### src/rtl/display_value_ctrl_pkg.sv
// display_pkg: shared FSM states, digit codes and display constants for display_value_ctrl.
package display_pkg;
  typedef enum logic [1:0] {IDLE, CONVERT, LATCH} state_e;
  typedef logic [3:0] digit_t;
  localparam digit_t DIG_MINUS = 4'd10;
  localparam digit_t DIG_BLANK = 4'd11;
  localparam int BCD_DIGITS = 4;
  localparam int MAX_DISPLAY = 999;
endpackage

### src/rtl/display_value_ctrl_if.sv
// display_value_ctrl_if: value handshake plus registered digit/sign/enable outputs toward the display.
interface display_value_ctrl_if #(parameter int WIDTH = 10);
  import display_pkg::*;
  logic in_valid;
  logic [WIDTH-1:0] in_value;
  logic in_ready;
  digit_t dig2, dig1, dig0;
  logic negative_sign, disp_en, overflow, done;
  modport master (output in_valid, in_value, input in_ready, dig2, dig1, dig0, negative_sign, disp_en, overflow, done);
  modport slave (input in_valid, in_value, output in_ready, dig2, dig1, dig0, negative_sign, disp_en, overflow, done);
endinterface

### src/rtl/display_value_ctrl_bcd_adjust.sv
// bcd_adjust: add-3 correction applied to every packed BCD nibble that is 5 or more.
module bcd_adjust import display_pkg::*; (
  input  logic [4*BCD_DIGITS-1:0] bcd_i,
  output logic [4*BCD_DIGITS-1:0] bcd_o
);
  for (genvar g = 0; g < BCD_DIGITS; g++) begin : g_nib
    assign bcd_o[4*g+:4] = (bcd_i[4*g+:4] >= 4'd5) ? bcd_i[4*g+:4] + 4'd3 : bcd_i[4*g+:4];
  end
endmodule

### src/rtl/display_value_ctrl.sv
// display_value_ctrl: signed value to sign-magnitude BCD via double-dabble, latched for the display.
// Define DISPLAY_BLANK_LEADING_ZEROS_EN to blank leading zero hundreds/tens digits.
module display_value_ctrl import display_pkg::*; #(
  parameter int WIDTH = 10,
  parameter int SAT_VALUE = 999
) (
  input logic clk,
  input logic rst,
  display_value_ctrl_if.slave bus
);
  localparam digit_t SAT2 = digit_t'((SAT_VALUE / 100) % 10);
  localparam digit_t SAT1 = digit_t'((SAT_VALUE / 10) % 10);
  localparam digit_t SAT0 = digit_t'(SAT_VALUE % 10);
  state_e state_q, state_d;
  logic sign_q, sign_d;
  logic [WIDTH-1:0] mag_q, mag_d;
  logic [15:0] bcd_q, bcd_d, adj;
  logic [4:0] cnt_q, cnt_d;
  digit_t dig2_q, dig2_d, dig1_q, dig1_d, dig0_q, dig0_d;
  logic neg_q, neg_d, en_q, en_d, ovf_q, ovf_d, done_q, done_d;
  digit_t hun, ten;
  logic thou_nz;
  bcd_adjust u_adj (.bcd_i(bcd_q), .bcd_o(adj));
  assign thou_nz = bcd_q[15:12] != 4'd0;
`ifdef DISPLAY_BLANK_LEADING_ZEROS_EN
  assign hun = (bcd_q[11:8] == 4'd0) ? DIG_BLANK : bcd_q[11:8];
  assign ten = (bcd_q[11:4] == 8'd0) ? DIG_BLANK : bcd_q[7:4];
`else
  assign hun = bcd_q[11:8];
  assign ten = bcd_q[7:4];
`endif
  always_comb begin
    state_d = state_q;
    sign_d = sign_q;
    mag_d = mag_q;
    bcd_d = bcd_q;
    cnt_d = cnt_q;
    dig2_d = dig2_q;
    dig1_d = dig1_q;
    dig0_d = dig0_q;
    neg_d = neg_q;
    en_d = en_q;
    ovf_d = ovf_q;
    done_d = 1'b0;
    case (state_q)
      IDLE: if (bus.in_valid) begin
        sign_d = bus.in_value[WIDTH-1];
        mag_d = bus.in_value[WIDTH-1] ? -bus.in_value : bus.in_value;
        bcd_d = '0;
        cnt_d = 5'(WIDTH);
        state_d = CONVERT;
      end
      CONVERT: begin
        bcd_d = (adj << 1) | 16'(mag_q[WIDTH-1]);
        mag_d = mag_q << 1;
        cnt_d = cnt_q - 5'd1;
        state_d = (cnt_q == 5'd1) ? LATCH : CONVERT;
      end
      LATCH: begin
        ovf_d = thou_nz;
        dig2_d = thou_nz ? SAT2 : hun;
        dig1_d = thou_nz ? SAT1 : ten;
        dig0_d = thou_nz ? SAT0 : bcd_q[3:0];
        // a nonzero BCD result is the only proof the magnitude was nonzero
        neg_d = sign_q && (bcd_q != 16'd0);
        en_d = 1'b1;
        done_d = 1'b1;
        state_d = IDLE;
      end
      default: state_d = IDLE;
    endcase
  end
  always_ff @(posedge clk or negedge rst) begin
    if (!rst) begin
      state_q <= IDLE;
      sign_q <= 1'b0;
      mag_q <= '0;
      bcd_q <= '0;
      cnt_q <= '0;
      dig2_q <= '0;
      dig1_q <= '0;
      dig0_q <= '0;
      neg_q <= 1'b0;
      en_q <= 1'b0;
      ovf_q <= 1'b0;
      done_q <= 1'b0;
    end else begin
      state_q <= state_d;
      sign_q <= sign_d;
      mag_q <= mag_d;
      bcd_q <= bcd_d;
      cnt_q <= cnt_d;
      dig2_q <= dig2_d;
      dig1_q <= dig1_d;
      dig0_q <= dig0_d;
      neg_q <= neg_d;
      en_q <= en_d;
      ovf_q <= ovf_d;
      done_q <= done_d;
    end
  end
  assign bus.in_ready = state_q == IDLE;
  assign bus.dig2 = dig2_q;
  assign bus.dig1 = dig1_q;
  assign bus.dig0 = dig0_q;
  assign bus.negative_sign = neg_q;
  assign bus.disp_en = en_q;
  assign bus.overflow = ovf_q;
  assign bus.done = done_q;
endmodule

### src/flat_wrapper.sv
// flat-port wrapper written by rule: the top's interface ports become plain ports
module display_value_ctrl_flat import display_pkg::*;
#(
  parameter int WIDTH = 10,
  parameter int SAT_VALUE = 999
)
  (clk, rst, bus_in_valid, bus_in_value, bus_in_ready, bus_dig2, bus_dig1, bus_dig0, bus_negative_sign, bus_disp_en, bus_overflow, bus_done);
  display_value_ctrl_if #(.WIDTH(WIDTH)) bus_i ();
  input logic clk;
  input logic rst;
  input wire logic [$bits(bus_i.in_valid)-1:0] bus_in_valid;
  input wire logic [$bits(bus_i.in_value)-1:0] bus_in_value;
  output wire logic [$bits(bus_i.in_ready)-1:0] bus_in_ready;
  output wire logic [$bits(bus_i.dig2)-1:0] bus_dig2;
  output wire logic [$bits(bus_i.dig1)-1:0] bus_dig1;
  output wire logic [$bits(bus_i.dig0)-1:0] bus_dig0;
  output wire logic [$bits(bus_i.negative_sign)-1:0] bus_negative_sign;
  output wire logic [$bits(bus_i.disp_en)-1:0] bus_disp_en;
  output wire logic [$bits(bus_i.overflow)-1:0] bus_overflow;
  output wire logic [$bits(bus_i.done)-1:0] bus_done;
  assign bus_i.in_valid = bus_in_valid;
  assign bus_i.in_value = bus_in_value;
  assign bus_in_ready = bus_i.in_ready;
  assign bus_dig2 = bus_i.dig2;
  assign bus_dig1 = bus_i.dig1;
  assign bus_dig0 = bus_i.dig0;
  assign bus_negative_sign = bus_i.negative_sign;
  assign bus_disp_en = bus_i.disp_en;
  assign bus_overflow = bus_i.overflow;
  assign bus_done = bus_i.done;
  display_value_ctrl #(.WIDTH(WIDTH), .SAT_VALUE(SAT_VALUE)) u_core (.clk(clk), .rst(rst), .bus(bus_i));
endmodule
### config.mk
export PLATFORM = sky130hd
export DESIGN_NAME = display_value_ctrl_flat
export DESIGN_NICKNAME = d
export VERILOG_FILES = /design/src/rtl/display_value_ctrl_pkg.sv /design/src/rtl/display_value_ctrl_if.sv /design/src/rtl/display_value_ctrl_bcd_adjust.sv /design/src/rtl/display_value_ctrl.sv /design/src/flat_wrapper.sv
export SDC_FILE = /design/constraint.sdc
export NUM_CORES = 1
export LEC_CHECK = 0
export CAP_MARGIN = 25
export CORE_MARGIN = 2
export CORE_UTILIZATION = 45
export DETAILED_ROUTE_END_ITERATION = 7
export DONT_BUFFER_PORTS = 1
export HOLD_SLACK_MARGIN = 0.05
export PLACE_DENSITY_LB_ADDON = 0.3
export SLEW_MARGIN = 20
export SYNTH_ARGS = -nofsm -noshare
export SYNTH_HDL_FRONTEND = slang
export SYNTH_SLANG_ARGS = --single-unit
### constraint.sdc
create_clock -name clk -period 1.79 [get_ports clk]
set_clock_uncertainty 0.05 [all_clocks]
set_input_delay 0.358 -clock clk [delete_from_list [all_inputs] [get_ports clk]]
set_output_delay 0.358 -clock clk [all_outputs]
set_load 0.02 [all_outputs]
-- Word-level counts from Yosys, hierarchy flattened
Index checks and enable logic that the tools add are counted.
- bits in registers: 50
- input port bits: 13
- output and inout bits: 17
- word-level logic and storage cells: 52
- $add $sub $neg: 6
- magnitude comparators: 4
- eq/ne operators: 4
- multiplexer cells: 18
- bitwise logic cells: 1
- reductions and logical operators: 7
- operator list (cell ; number):
    $pmux W16 S2 ; 1
    $mux W4 ; 6
    $mux W10 ; 2
    $pmux W10 S2 ; 1
    $ge A4 B3 Y1 const B ; 4
    $mux W16 ; 1
    $or A16 B1 Y16 ; 1
    $reduce_bool A16 Y1 ; 1
    $add A4 B2 Y4 const B ; 3
    $neg A10 Y10 ; 1
    $pmux W5 S2 ; 1
    $eq A5 B1 Y1 const B ; 1
    $mux W5 ; 1
    $sub A5 B1 Y5 const B ; 1
    $mux W2 ; 2
    $pmux W2 S2 ; 1
    $reduce_and A2 Y1 ; 2
    $reduce_bool A4 Y1 ; 1
    $add A3 B2 Y3 const B ; 1
    $mux W3 ; 1
    $eq A2 B1 Y1 const B ; 1
    $eq A2 B2 Y1 const B ; 1
    $logic_not A2 Y1 ; 1
    $ne A2 B2 Y1 const B ; 1
    other kinds (3) ; 3

-- Logic depth before layout (Yosys ltp)
Gate-level depths: netlist of the first run.
- word-level depth: 4
- depth in mapped cells: 6
- gate-level depth less buffers: 6

-- By module
A second synthesis of the first run with hierarchy kept.
- cells, all modules: 241
- area total of the unflattened synthesis: 2542.4 um2
- modules (own cells, without submodules) (module ; instances ; cells an instance ; area an instance (um2) ; seq. area each (um2)):
    display_value_ctrl ; 1 ; 177 ; 2137.0 ; 1251.2
    bcd_adjust ; 1 ; 64 ; 405.4 ; 0.0

-- Worst setup path after synthesis of the first run
OpenSTA, ideal clock, no wires.
- path type: flip-flop to flip-flop
- start: register u_core.bcd_q[0]
- end: register u_core.neg_q, in the netlist u_core.bus.negative_sign
- setup time: 0.140 ns
- arrival: 1.509 ns
- data required time: 1.600 ns
- slack: 0.091 ns
- stages on the path, launching flop included: 6
- buffers on the path: 0
- clock period less this slack: 1.699 ns
- path through: dfrtp_1 -> inv_1 -> ha_1 -> or4b_2 -> nor3_1 -> a31oi_1
- longest elaborated chain between the ends: 2
- ends and longest elaborated chain (what ; line ; RTL):
    start: declaration ; display_value_ctrl.sv:17 ; logic [15:0] bcd_q, bcd_d, adj;
    start signal: assignment ; display_value_ctrl.sv:78 ; bcd_q <= '0;
    start signal: assignment ; display_value_ctrl.sv:91 ; bcd_q <= bcd_d;
    $reduce_bool A16 Y1 ; display_value_ctrl.sv:65 ; neg_d = sign_q && (bcd_q != 16'd0);
    $logic_and A1 B1 Y1 ; display_value_ctrl.sv:65 ;
    end signal: assignment ; display_value_ctrl.sv:96 ; neg_q <= neg_d;
    end: declaration ; display_value_ctrl.sv:20 ; logic neg_q, neg_d, en_q, en_d, ovf_q, ovf_d, done_q, done_d;
Every way passes these cells.
A chain may end at the register's enable or synchronous reset.

-- Final worst setup path of the first run
Same ends and word-level chain as after synthesis.

==> reports/results.tsv, run 1 <==
stage	metric	value	unit
worst_setup_path	worstPathMaxFanout	3	
sta	hold_viol_final	0	
sta	finalWorstSetupSlack	0.127	ns
yosys	yosysUniqueCellTypes	42	
detailed_routing	avgViaCountPerCell	5.53	
sta	period_share	0.929	
power	power	4.94	mW
run_status	status	complete, no violations	
finish	num_antenna_cells	0	
cts	postCtsSetupBuffers	0	
yosys	synth_edf_count	0	
sta	slew_violations	0	
yosys	synth_cells	239	
global_routing	grt_pass1_vias	1901	
global_routing	grt_usage	0.182	
yosys	ys_warn_count	0	
detailed_routing	drtPass1Iterations	4	
sta	grt_setup_unrepaired	no	
cts	cts_tree	yes	
sta	fmaxAchievable	0.601	GHz
global_routing	grt_overflow	0	
sta	tightest_slew	0.424	ns
die	die_height	78.3	um
finish	final_layout_size_suffix_gt1_frac	0.133	
sta	period_needed	1.66	ns
finish	area_growth	13.1	%
global_routing	antenna_found_initial	0	
run	maxCapViolations	0	
global_routing	grt_pass1_wl	8.83	mm
cts	clk_latency	0.30	ns
power	leakagePower	1.27	nW
sta	max_slew_margin	0.713	
finish	fill_cells	503	
yosys	synthArstFlopShare	1.00	
die	die_x	78.3	um
cts	cts_root_buf	clkbuf_8	
placement	port_buffers	0	
worst_setup_path	cpPeakStageDelay	0.60	ns
yosys	syn_area_per_cell	10.4	um^2
finish	stdcell_area	2810	um^2
die	rows	27	
worst_setup_path	reg2regPathDepth	5	
yosys	ys_seq_area_frac	0.504	
detailed_routing	detail-route-antenna-nets	0	
detailed_routing	drc	0	
yosys	synth_ff_type	dfrtp_1	
detailed_routing	wl_per_cell	15.5	um
worst_setup_path	crit_chain	inv_1 -> ha_1 -> or4b_2 -> nor3_2 -> a31oi_1	
placement	dp_hpwl	3.58	mm
cts	htreeDepth	2	
placement	gp_congestion	0.750	
worst_setup_path	crit_type	reg -> reg	
yosys	synth-seq-cells	50	
yosys	yosys-top-cells-count	dfrtp_1, nand2_1, o21ai_0	
yosys	synth_top_area_share	0.504	
worst_setup_path	worstPathRequired	1.92	ns
power	p_per_area	1760	nW/um^2
yosys	syn_area	2480	um^2
worst_setup_path	slowest_stage	or4b_2	
detailed_routing	routed-via-count	1808	
worst_setup_path	worstSetupEndpointType	register	
sta	setup_tns	0	ns
yosys	synthTopCellsByArea	dfrtp_1, ha_1, o21ai_0	
detailed_routing	drt-total-wl	5.07	mm
cts	clock-sinks	50	
worst_setup_path	crit_arrival	1.80	ns
worst_hold_path	hold_path.class	in -> reg	
die	ios	30	
yosys	synth_most_common_cell	dfrtp_1	
cts	cts_buffers	5	
finish	fin_nets	281	
die	die_area	6130	um^2
placement	postPlaceCellArea	2660	um^2
placement	place_ws	0.0997	ns
yosys	synth.largest_area_cell	dfrtp_1	
yosys	synth_nets	266	
sta	setup_viol	0	
cts	clk_pin_slew_worst_paths	0.10	ns
cts	cts_buffer_depth	2	
die	start_util	0.460	
die	coreArea	5410	um^2
finish	utilization	0.520	
worst_setup_path	start_kind	register	
worst_setup_path	reg2reg_setup_slack	0.13	ns
worst_hold_path	holdPathStages	1	
power	peakVddDrop	0.621	mV
global_routing	grt_max_degree	51	
detailed_routing	initialDrtViolationCount	119	
[per-layer routing]
layer,up-vias,part of all wire,global-route usage
li1,895,-,-
met1,852,0.47,0.225
met2,52,0.46,0.306
met3,9,0.053,0.0506
met4,0,0.018,0.0667
met5,-,0,0
[power breakdown]
part           internal [mW]  leakage (nW)  total, mW  switching (mW)
clock network          0.412        0.0579      0.776           0.364
registers               1.60         0.646       2.14           0.544
logic                  0.947         0.567       2.02            1.07
[per-stage QoR]
step | hold slack [ns] | std cells
after floorplan | 0.0124 | 239
after global placement | 0.0148 | 317
after detailed placement | 0.0143 | 317
after CTS | 0.0862 | 327
after global routing | 0.101 | 327
final | 0.0988 | 327
[layout make-up]
cell class              count  area, um^2  area share
flip-flops and latches     50        1250       0.445
multi-input cells         162        1130       0.403
repair buffers             20         173      0.0614
inverters                  15        56.3      0.0200
well taps                  72        90.1      0.0320
clock buffers               5        68.8      0.0245
clock inverters             3        40.0      0.0142
[registers in the layout (all words and copies together), names as in the netlist]
register	cells
u_core.bcd_q	16
u_core.bus.dig0	4
u_core.bus.dig1	4
u_core.bus.dig2	4
u_core.bus.disp_en	1
u_core.bus.done	1
u_core.bus.negative_sign	1
u_core.bus.overflow	1
u_core.cnt_q	5
u_core.mag_q	10
u_core.sign_q	1
u_core.state_q	2
[critical path, delay by kind of cell (launching register included)]
| kind | cells | cell delay, ns |
|---|---|---|
| AND/OR/NAND/NOR | 2 | 0.77 |
| flip-flops | 1 | 0.40 |
| adder cells (fa/ha/maj) | 1 | 0.16 |
| AO/OA/AOI/OAI | 1 | 0.09 |
| buffers and inverters | 1 | 0.08 |
[kinds of logic (layout without fill, tap and decap cells)]
logic type / Yosys count / in the layout / synth area share
AO/OA/AOI/OAI: 74 / 74 / 0.206
adder cells (fa/ha/maj): 14 / 14 / 0.0705
flip-flops: 50 / 50 / 0.504
multiplexers: 2 / 2 / 0.00806
XOR/XNOR: 13 / 13 / 0.0458
AND/OR/NAND/NOR: 59 / 59 / 0.122
buffers and inverters: 27 / 43 / 0.0443
[final timing paths]
path	end	from
worst max-delay path	u_core.bus.negative_sign	u_core.bcd_q[0]
worst min-delay path	u_core.mag_q[9]	bus_in_value[6]
worst max register to register	u_core.bus.negative_sign	u_core.bcd_q[0]
worst min register to register	u_core.mag_q[0]	u_core.mag_q[0]
max in group asynchronous	u_core.mag_q[7]	rst
min in group asynchronous	u_core.bus.dig2[2]	rst
[timing repair]
item                                    in CTS  in global routing
endpoints found under the hold margin       50                  0
gates resized for setup                      0                  2
endpoints found under the setup margin       0                  2
hold buffers                                 2                  0
[cell usage in the layout, fill, tap and decap left out, types with 3 or more instances in the layout]
cell,count
a21oi_1,12
a22o_1,3
a22oi_1,7
a32o_1,4
buf_4,18
clkbuf_8,5
dfrtp_1,50
ha_1,14
inv_1,14
nand2_1,16
nand2b_1,7
nand3_1,7
nor2_1,12
nor3b_1,3
o21ai_0,15
o21ai_1,3
o22ai_1,8
o311ai_0,5
o31ai_1,6
xnor2_1,7
xor2_1,6
No activity file was read; power rests on OpenSTA's default activity.
==> inputs of run 2 (changes only) <==
--- a/config.mk
+++ b/config.mk
@@ -7,7 +7,7 @@
 export LEC_CHECK = 0
 export CAP_MARGIN = 25
 export CORE_MARGIN = 2
-export CORE_UTILIZATION = 45
+export CORE_UTILIZATION = 50
 export DETAILED_ROUTE_END_ITERATION = 7
 export DONT_BUFFER_PORTS = 1
 export HOLD_SLACK_MARGIN = 0.05
==> run 2 against run 1 <==
Compared with the run above:
- via count grew 0.28%
- die area shrank 9.5%
- cell count shrank 2.4%
- combinational power shrank 4%
- count of clock-buffer cells in the layout is the same
- design area shrank 1.0%
- critical endpoint unchanged
- highest routed layer unchanged
==> reports/results.tsv, run 2 (synthesized netlist as in run 1, its figures left out) <==
stage	metric	value	unit	change
worst_setup_path	start_kind	register		
sta	tightest_slew	0.409	ns	-0.0147 ns
run_status	status	complete, no violations		
die	die_area	5550	um^2	-9.5%
worst_setup_path	crit_type	reg -> reg		
sta	period_needed	1.68	ns	+0.0146 ns
placement	dp_hpwl	3.49	mm	-2.5%
worst_setup_path	crit_arrival	1.82	ns	+0.02 ns
power	switchingPower	1.97	mW	-0.45%
finish	num_antenna_cells	0		unchanged
cts	postCtsSetupBuffers	0		unchanged
placement	gp_congestion	0.785		+4.8%
cts	clk_pin_slew_worst_paths	0.09	ns	about the same
sta	slew_violations	0		unchanged
cts	cts_buffers	5		unchanged
power	clkPwrFrac	0.160		+0.003
detailed_routing	wl_per_cell	15.3	um	-1.2%
cts	cts_buffer_depth	2		unchanged
finish	final_layout_size_suffix_gt1_frac	0.127		-0.00635
detailed_routing	drtPass1Iterations	4		unchanged
finish	top_regs	u_core.bcd_q: 16 flops, u_core.mag_q: 10 flops, u_core.cnt_q: 5 flops		
worst_setup_path	worstSetupEndpointType	register		
global_routing	grt_pass1_vias	1808		-4.9%
sta	period_share	0.937		+0.00816
detailed_routing	drt-total-wl	4.88	mm	-3.6%
finish	layout_common_cells	dfrtp_1, nand2_1, o21ai_0, buf_4, ha_1		
sta	max_slew_margin	0.723		+0.00997
die	die_height	74.5	um	-4.9%
finish	area_growth	12.0	%	
global_routing	grt_max_degree	51		unchanged
worst_setup_path	worstPathRequired	1.93	ns	about the same
die	die_x	74.5	um	-4.9%
sta	grt_setup_unrepaired	no		
worst_setup_path	worstPathMaxFanout	4		+1
placement	port_buffers	0		unchanged
detailed_routing	detail-route-antenna-nets	0		unchanged
die	ios	30		unchanged
finish	utilization	0.585		+0.0651
power	leakagePower	1.26	nW	-1.2%
detailed_routing	initialDrtViolationCount	128		+7.6%
sta	hold_viol_final	0		unchanged
cts	cts_tree	yes		
die	coreArea	4750	um^2	-12%
global_routing	antenna_found_initial	0		unchanged
power	p_per_area	1760	nW/um^2	about the same
global_routing	grt_util_met3	0.0637		+0.0131
finish	final_common_cell	dfrtp_1		
global_routing	met1_usage	0.274		+0.0482
sta	setup_viol	0		unchanged
cts	htreeDepth	2		unchanged
die	start_util	0.523		+0.0629
global_routing	grt_busiest_layer	met2		
die	rows	25		-7.4%
worst_setup_path	path_delay_family	simple AND/OR/NAND/NOR gates		
sta	fmaxAchievable	0.596	GHz	-0.87%
global_routing	grt_usage	0.198		+0.0157
worst_setup_path	cpPeakStageDelay	0.60	ns	about the same
cts	clk_latency	0.31	ns	about the same
worst_setup_path	slowest_stage	or4b_2		
power	p_seq_frac	0.443		+0.009
detailed_routing	drc	0		unchanged
power	switching_share	0.403		+0.00227
global_routing	grt_pass1_wl	8.34	mm	-5.5%
sta	setup_tns	0	ns	unchanged
finish	largest-register	u_core.bcd_q		
power	p_comb_frac	0.397		-0.012
worst_setup_path	crit_chain	inv_2 -> ha_1 -> or4b_2 -> nor3_2 -> a31oi_1		
global_routing	grt_overflow	0		unchanged
power	peakVddDrop	0.871	mV	+40%
finish	fin_nets	278		-1.1%
finish	largest_reg_flops	16		unchanged
cts	cts_root_buf	clkbuf_8		
detailed_routing	avgViaCountPerCell	5.68		+2.8%
cts	clock-sinks	50		unchanged
global_routing	grtUsageMet2	0.304		-0.00220
worst_hold_path	hold_path.class	in -> reg		
worst_setup_path	crit_buf_inv	1		unchanged
run	maxCapViolations	0		unchanged
power	internal_power	2.92	mW	-1.4%
detailed_routing	routed-via-count	1813		+0.28%
[run 2: cell count changes in the layout (fill, tap and decap cells not counted), sizes merged]
cell / before / now
buf: 19 / 16
[run 2: routing by layer]
layer  routed length (um)  share of wire
met1                 2380           0.49
met2                 2210           0.45
met3                  249          0.051
met4                   47         0.0096
met5                    0              0
[run 2: per-stage QoR]
stage	area, um^2	power (mW)	std cells	setup WS (ns)	hold slack (ns)
after floorplan	2480	3.50	239	0.0911	0.0124
after global placement	2630	4.02	309	0.104	0.0140
after detailed placement	2630	4.09	309	0.0668	0.0141
after CTS	2770	4.91	319	0.0514	0.0944
after global routing	2780	5.34	319	0.0138	0.0879
final	2780	4.89	319	0.112	0.102
[run 2: worst paths after layout]
kind / from / to / slack (ns) / cells past startpoint
max: u_core.bcd_q[1] / u_core.bus.negative_sign / 0.11 / 5
min: bus_in_value[6] / u_core.mag_q[9] / 0.10 / 1
max reg2reg: u_core.bcd_q[1] / u_core.bus.negative_sign / 0.11 / 5
min reg2reg: u_core.mag_q[0] / u_core.mag_q[0] / 0.44 / 2
max in group asynchronous: rst / u_core.bus.dig0[0] / 0.96 / 2
min in group asynchronous: rst / u_core.bus.dig2[1] / 0.50 / 2
[run 2: worst reg2reg max path, cell delays in order, from the launching register on]
cell and delay [ns]:
dfrtp_1 0.41, inv_2 0.09, ha_1 0.16, or4b_2 0.60, nor3_2 0.17, a31oi_1 0.09
[run 2: timing repair]
action,in CTS,in global routing
hold buffers,2,0
hold endpoints to repair,50,0
resized for setup,0,3
setup endpoints to repair,0,2
[run 2: area by class of cell]
class                      count  area, um^2
timing repair buffer          17         150
clock buffer                   5        68.8
sequential                    50        1250
multi-input combinational    162        1130
clock inverter                 3        40.0
inverter                      15        56.3
tap                           67        83.8
fill                         438        1970
[run 2: power groups by stage]
stage | clock [mW] | combinational [mW] | sequential, mW
2_1_floorplan | 0 | 1.46 | 2.04
3_3_place_gp | 0 | 1.85 | 2.16
3_5_place_dp | 0 | 1.91 | 2.18
4_1_cts | 0.804 | 1.95 | 2.16
5_1_grt | 0.859 | 2.25 | 2.24
6_report | 0.783 | 1.94 | 2.16
==> inputs of run 3 (changes only) <==
--- a/config.mk
+++ b/config.mk
@@ -5,8 +5,9 @@
 export SDC_FILE = /design/constraint.sdc
 export NUM_CORES = 1
 export LEC_CHECK = 0
+export ABC_AREA = 1
 export CAP_MARGIN = 25
-export CORE_MARGIN = 2
+export CORE_MARGIN = 3
 export CORE_UTILIZATION = 50
 export DETAILED_ROUTE_END_ITERATION = 7
 export DONT_BUFFER_PORTS = 1
==> run 3 against run 2 <==
Compared with the run above:
- critical path depth is 2 higher
- synthesized cell count increased by 39%
- non-clock buffer count decreased by 12
- power down 0.91%
- largest cell class unchanged
==> reports/results.tsv, run 3 <==
stage	metric	value	unit	change
finish	top_regs	u_core.bcd_q: 16 flops, u_core.mag_q: 10 flops, u_core.cnt_q: 5 flops		
detailed_routing	initialDrtViolationCount	118		-7.8%
global_routing	grt_pass1_vias	2131		+18%
cts	cts_tree	yes		
power	power	4.84	mW	-0.91%
yosys	yosys-top-cells-count	nand2_1, dfrtp_1, inv_1		
power	switchingPower	2.09	mW	+6.1%
power	p_seq_frac	0.424		-0.019
die	coreArea	4910	um^2	+3.3%
yosys	synth_ff_type	dfrtp_1		
yosys	synth_top_area_share	0.471		-0.0323
detailed_routing	wl_met2	2.43	mm	+9.9%
worst_setup_path	worstPathRequired	1.94	ns	about the same
die	rows	25		unchanged
worst_setup_path	worstPathMaxFanout	9		+5
yosys	ys_seq_area_frac	0.471		-0.0323
yosys	synth_most_common_cell	nand2_1		
detailed_routing	drt-total-wl	5.19	mm	+6.3%
sta	hold_viol_final	0		unchanged
detailed_routing	m1WireLength	2.50	mm	+5.2%
yosys	synthTopCellsByArea	dfrtp_1, nand2_1, ha_1		
detailed_routing	routed-via-count	2102		+16%
sta	period_share	0.859		-0.0784
finish	num_antenna_cells	0		unchanged
sta	setup_tns	0	ns	unchanged
global_routing	grt_max_degree	51		unchanged
finish	stdcell_area	2850	um^2	+2.4%
yosys	syn_area	2660	um^2	+6.8%
yosys	synthArstFlopShare	1.00		unchanged
yosys	ys_warn_count	0		unchanged
cts	clk_pin_slew_worst_paths	0.09	ns	about the same
detailed_routing	dr.max_layer_used	met4		
cts	cts_buffer_depth	2		unchanged
finish	area_growth	7.35	%	
power	internal_power	2.75	mW	-5.6%
die	ios	30		unchanged
sta	period_needed	1.54	ns	-0.140 ns
finish	final_layout_size_suffix_gt1_frac	0.0680		-0.0589
detailed_routing	drc	0		unchanged
sta	finalWorstSetupSlack	0.253	ns	+0.140 ns
die	die_x	78.9	um	+5.9%
finish	final_common_cell	nand2_1		
worst_hold_path	hold_path.class	in -> reg		
placement	place_ws	0.262	ns	+0.195 ns
power	leakagePower	1.41	nW	+12%
finish	fin_nets	364		+31%
sta	tightest_slew	0.355	ns	-0.0540 ns
detailed_routing	drtPass1Iterations	5		+1
placement	port_buffers	0		unchanged
placement	dp_hpwl	3.71	mm	+6.3%
cts	htreeDepth	2		unchanged
sta	setup_viol	0		unchanged
finish	fill_cells	461		+5.3%
cts	post_cts_resize_count	0		unchanged
detailed_routing	wl_met3	232	um	-6.8%
yosys	yosysUniqueCellTypes	31		-26%
yosys	synth_edf_count	0		unchanged
run_status	status	complete, no violations		
yosys	synth-seq-cells	50		unchanged
sta	max_slew_margin	0.763		+0.0395
worst_setup_path	start_kind	register		
die	start_util	0.541		+0.0180
yosys	syn_area_per_cell	7.97	um^2	-23%
yosys	synth_cells	333		+39%
die	die_area	6220	um^2	+12%
cts	cts_buffers	5		unchanged
finish	largest_reg_flops	16		unchanged
die	die_height	78.9	um	+5.9%
finish	layout_common_cells	nand2_1, dfrtp_1, inv_1, o21ai_0, nand3_1		
cts	postCtsSetupBuffers	0		unchanged
yosys	synth_nets	360		+35%
placement	gp_congestion	0.800		+1.8%
sta	fmaxAchievable	0.651	GHz	+9.1%
sta	slew_violations	0		unchanged
worst_setup_path	worstSetupEndpointType	register		
cts	cts_root_buf	clkbuf_8		
worst_setup_path	crit_type	reg -> reg		
worst_setup_path	crit_arrival	1.69	ns	-0.13 ns
run	maxCapViolations	0		unchanged
power	switching_share	0.432		+0.0285
global_routing	grt_usage	0.192		-0.00609
global_routing	grt_overflow	0		unchanged
yosys	synth.largest_area_cell	dfrtp_1		
finish	largest-register	u_core.bcd_q		
placement	postPlaceCellArea	2700	um^2	+2.9%
power	p_comb_frac	0.414		+0.017
global_routing	antenna_found_initial	0		unchanged
cts	clock-sinks	50		unchanged
sta	grt_setup_unrepaired	no		
power	p_per_area	1700	nW/um^2	-3.3%
detailed_routing	avgViaCountPerCell	5.19		-8.7%
detailed_routing	detail-route-antenna-nets	0		unchanged
power	clkPwrFrac	0.162		+0.002
global_routing	grt_pass1_wl	9.55	mm	+14%
cts	clk_latency	0.30	ns	about the same
detailed_routing	wl_per_cell	12.8	um	-16%
power	peakVddDrop	0.874	mV	+0.42%
==> run 3: metrics by stage <==
stage | std cells | util | hold WS, ns
global placement | 395 | 0.551 | 0.0135
finish | 405 | 0.580 | 0.182
detailed placement | 395 | 0.551 | 0.0136
CTS | 405 | 0.580 | 0.176
floorplan | 333 | - | 0.0124
global route | 405 | 0.580 | 0.195
==> run 3: kinds of logic after synthesis <==
| logic type | share of synthesized area |
|---|---|
| AOI/OAI and AO/OA | 0.127 |
| xor gates and xnor gates | 0.00660 |
| adders and majority gates | 0.0660 |
| buffers and inverters | 0.0782 |
| DFF | 0.471 |
| and+or+nand+nor | 0.251 |
==> run 3: final timing paths <==
path / from / endpoint / slack (ns) / depth (start not counted)
setup / recovery: u_core.bcd_q[12] / u_core.bus.negative_sign / 0.25 / 7
hold / removal: bus_in_value[7] / u_core.mag_q[7] / 0.18 / 3
setup reg to reg: u_core.bcd_q[12] / u_core.bus.negative_sign / 0.25 / 7
hold reg to reg: u_core.mag_q[9] / u_core.bcd_q[0] / 0.45 / 2
max in group asynchronous: rst / u_core.cnt_q[2] / 0.94 / 2
min in group asynchronous: rst / u_core.bus.done / 0.52 / 2
==> run 3: worst max-delay path, stage by stage, from the launching register on <==
cell     delay (ns)
dfrtp_1        0.43
inv_1          0.12
ha_1           0.15
nand3_1        0.25
nor2_1         0.22
nand4_1        0.10
nand2_1        0.07
nand2_1        0.04
==> run 3: repair_timing <==
item | 4_1_cts | 5_1_grt
setup endpoints to repair | 0 | 0
hold buffers | 2 | 0
endpoints found under the hold margin | 50 | 0
==> run 3: area by class of cell <==
type | count | area (um^2) | share of cell area
tap | 67 | 83.8 | 0.0294
sequential | 50 | 1250 | 0.439
inverter | 40 | 150 | 0.0527
clock buffer | 5 | 68.8 | 0.0241
multi-input combinational | 235 | 1200 | 0.420
clock inverter | 3 | 40.0 | 0.0140
timing repair buffer | 5 | 60.1 | 0.0211
==> run 3: power groups by stage <==
stage / clock, mW / sequential, mW / combinational (mW)
2_1_floorplan: 0 / 1.97 / 1.67
3_3_place_gp: 0 / 2.06 / 1.93
3_5_place_dp: 0 / 2.08 / 1.98
4_1_cts: 0.808 / 2.05 / 2.03
5_1_grt: 0.850 / 2.12 / 2.40
6_report: 0.784 / 2.05 / 2.01
==> run 3: routing by layer <==
metal,vias to the layer above,track usage
met1,973,0.247
met4,0,0.0636
met3,4,0.0408
li1,1077,-
met2,48,0.323
met5,-,0
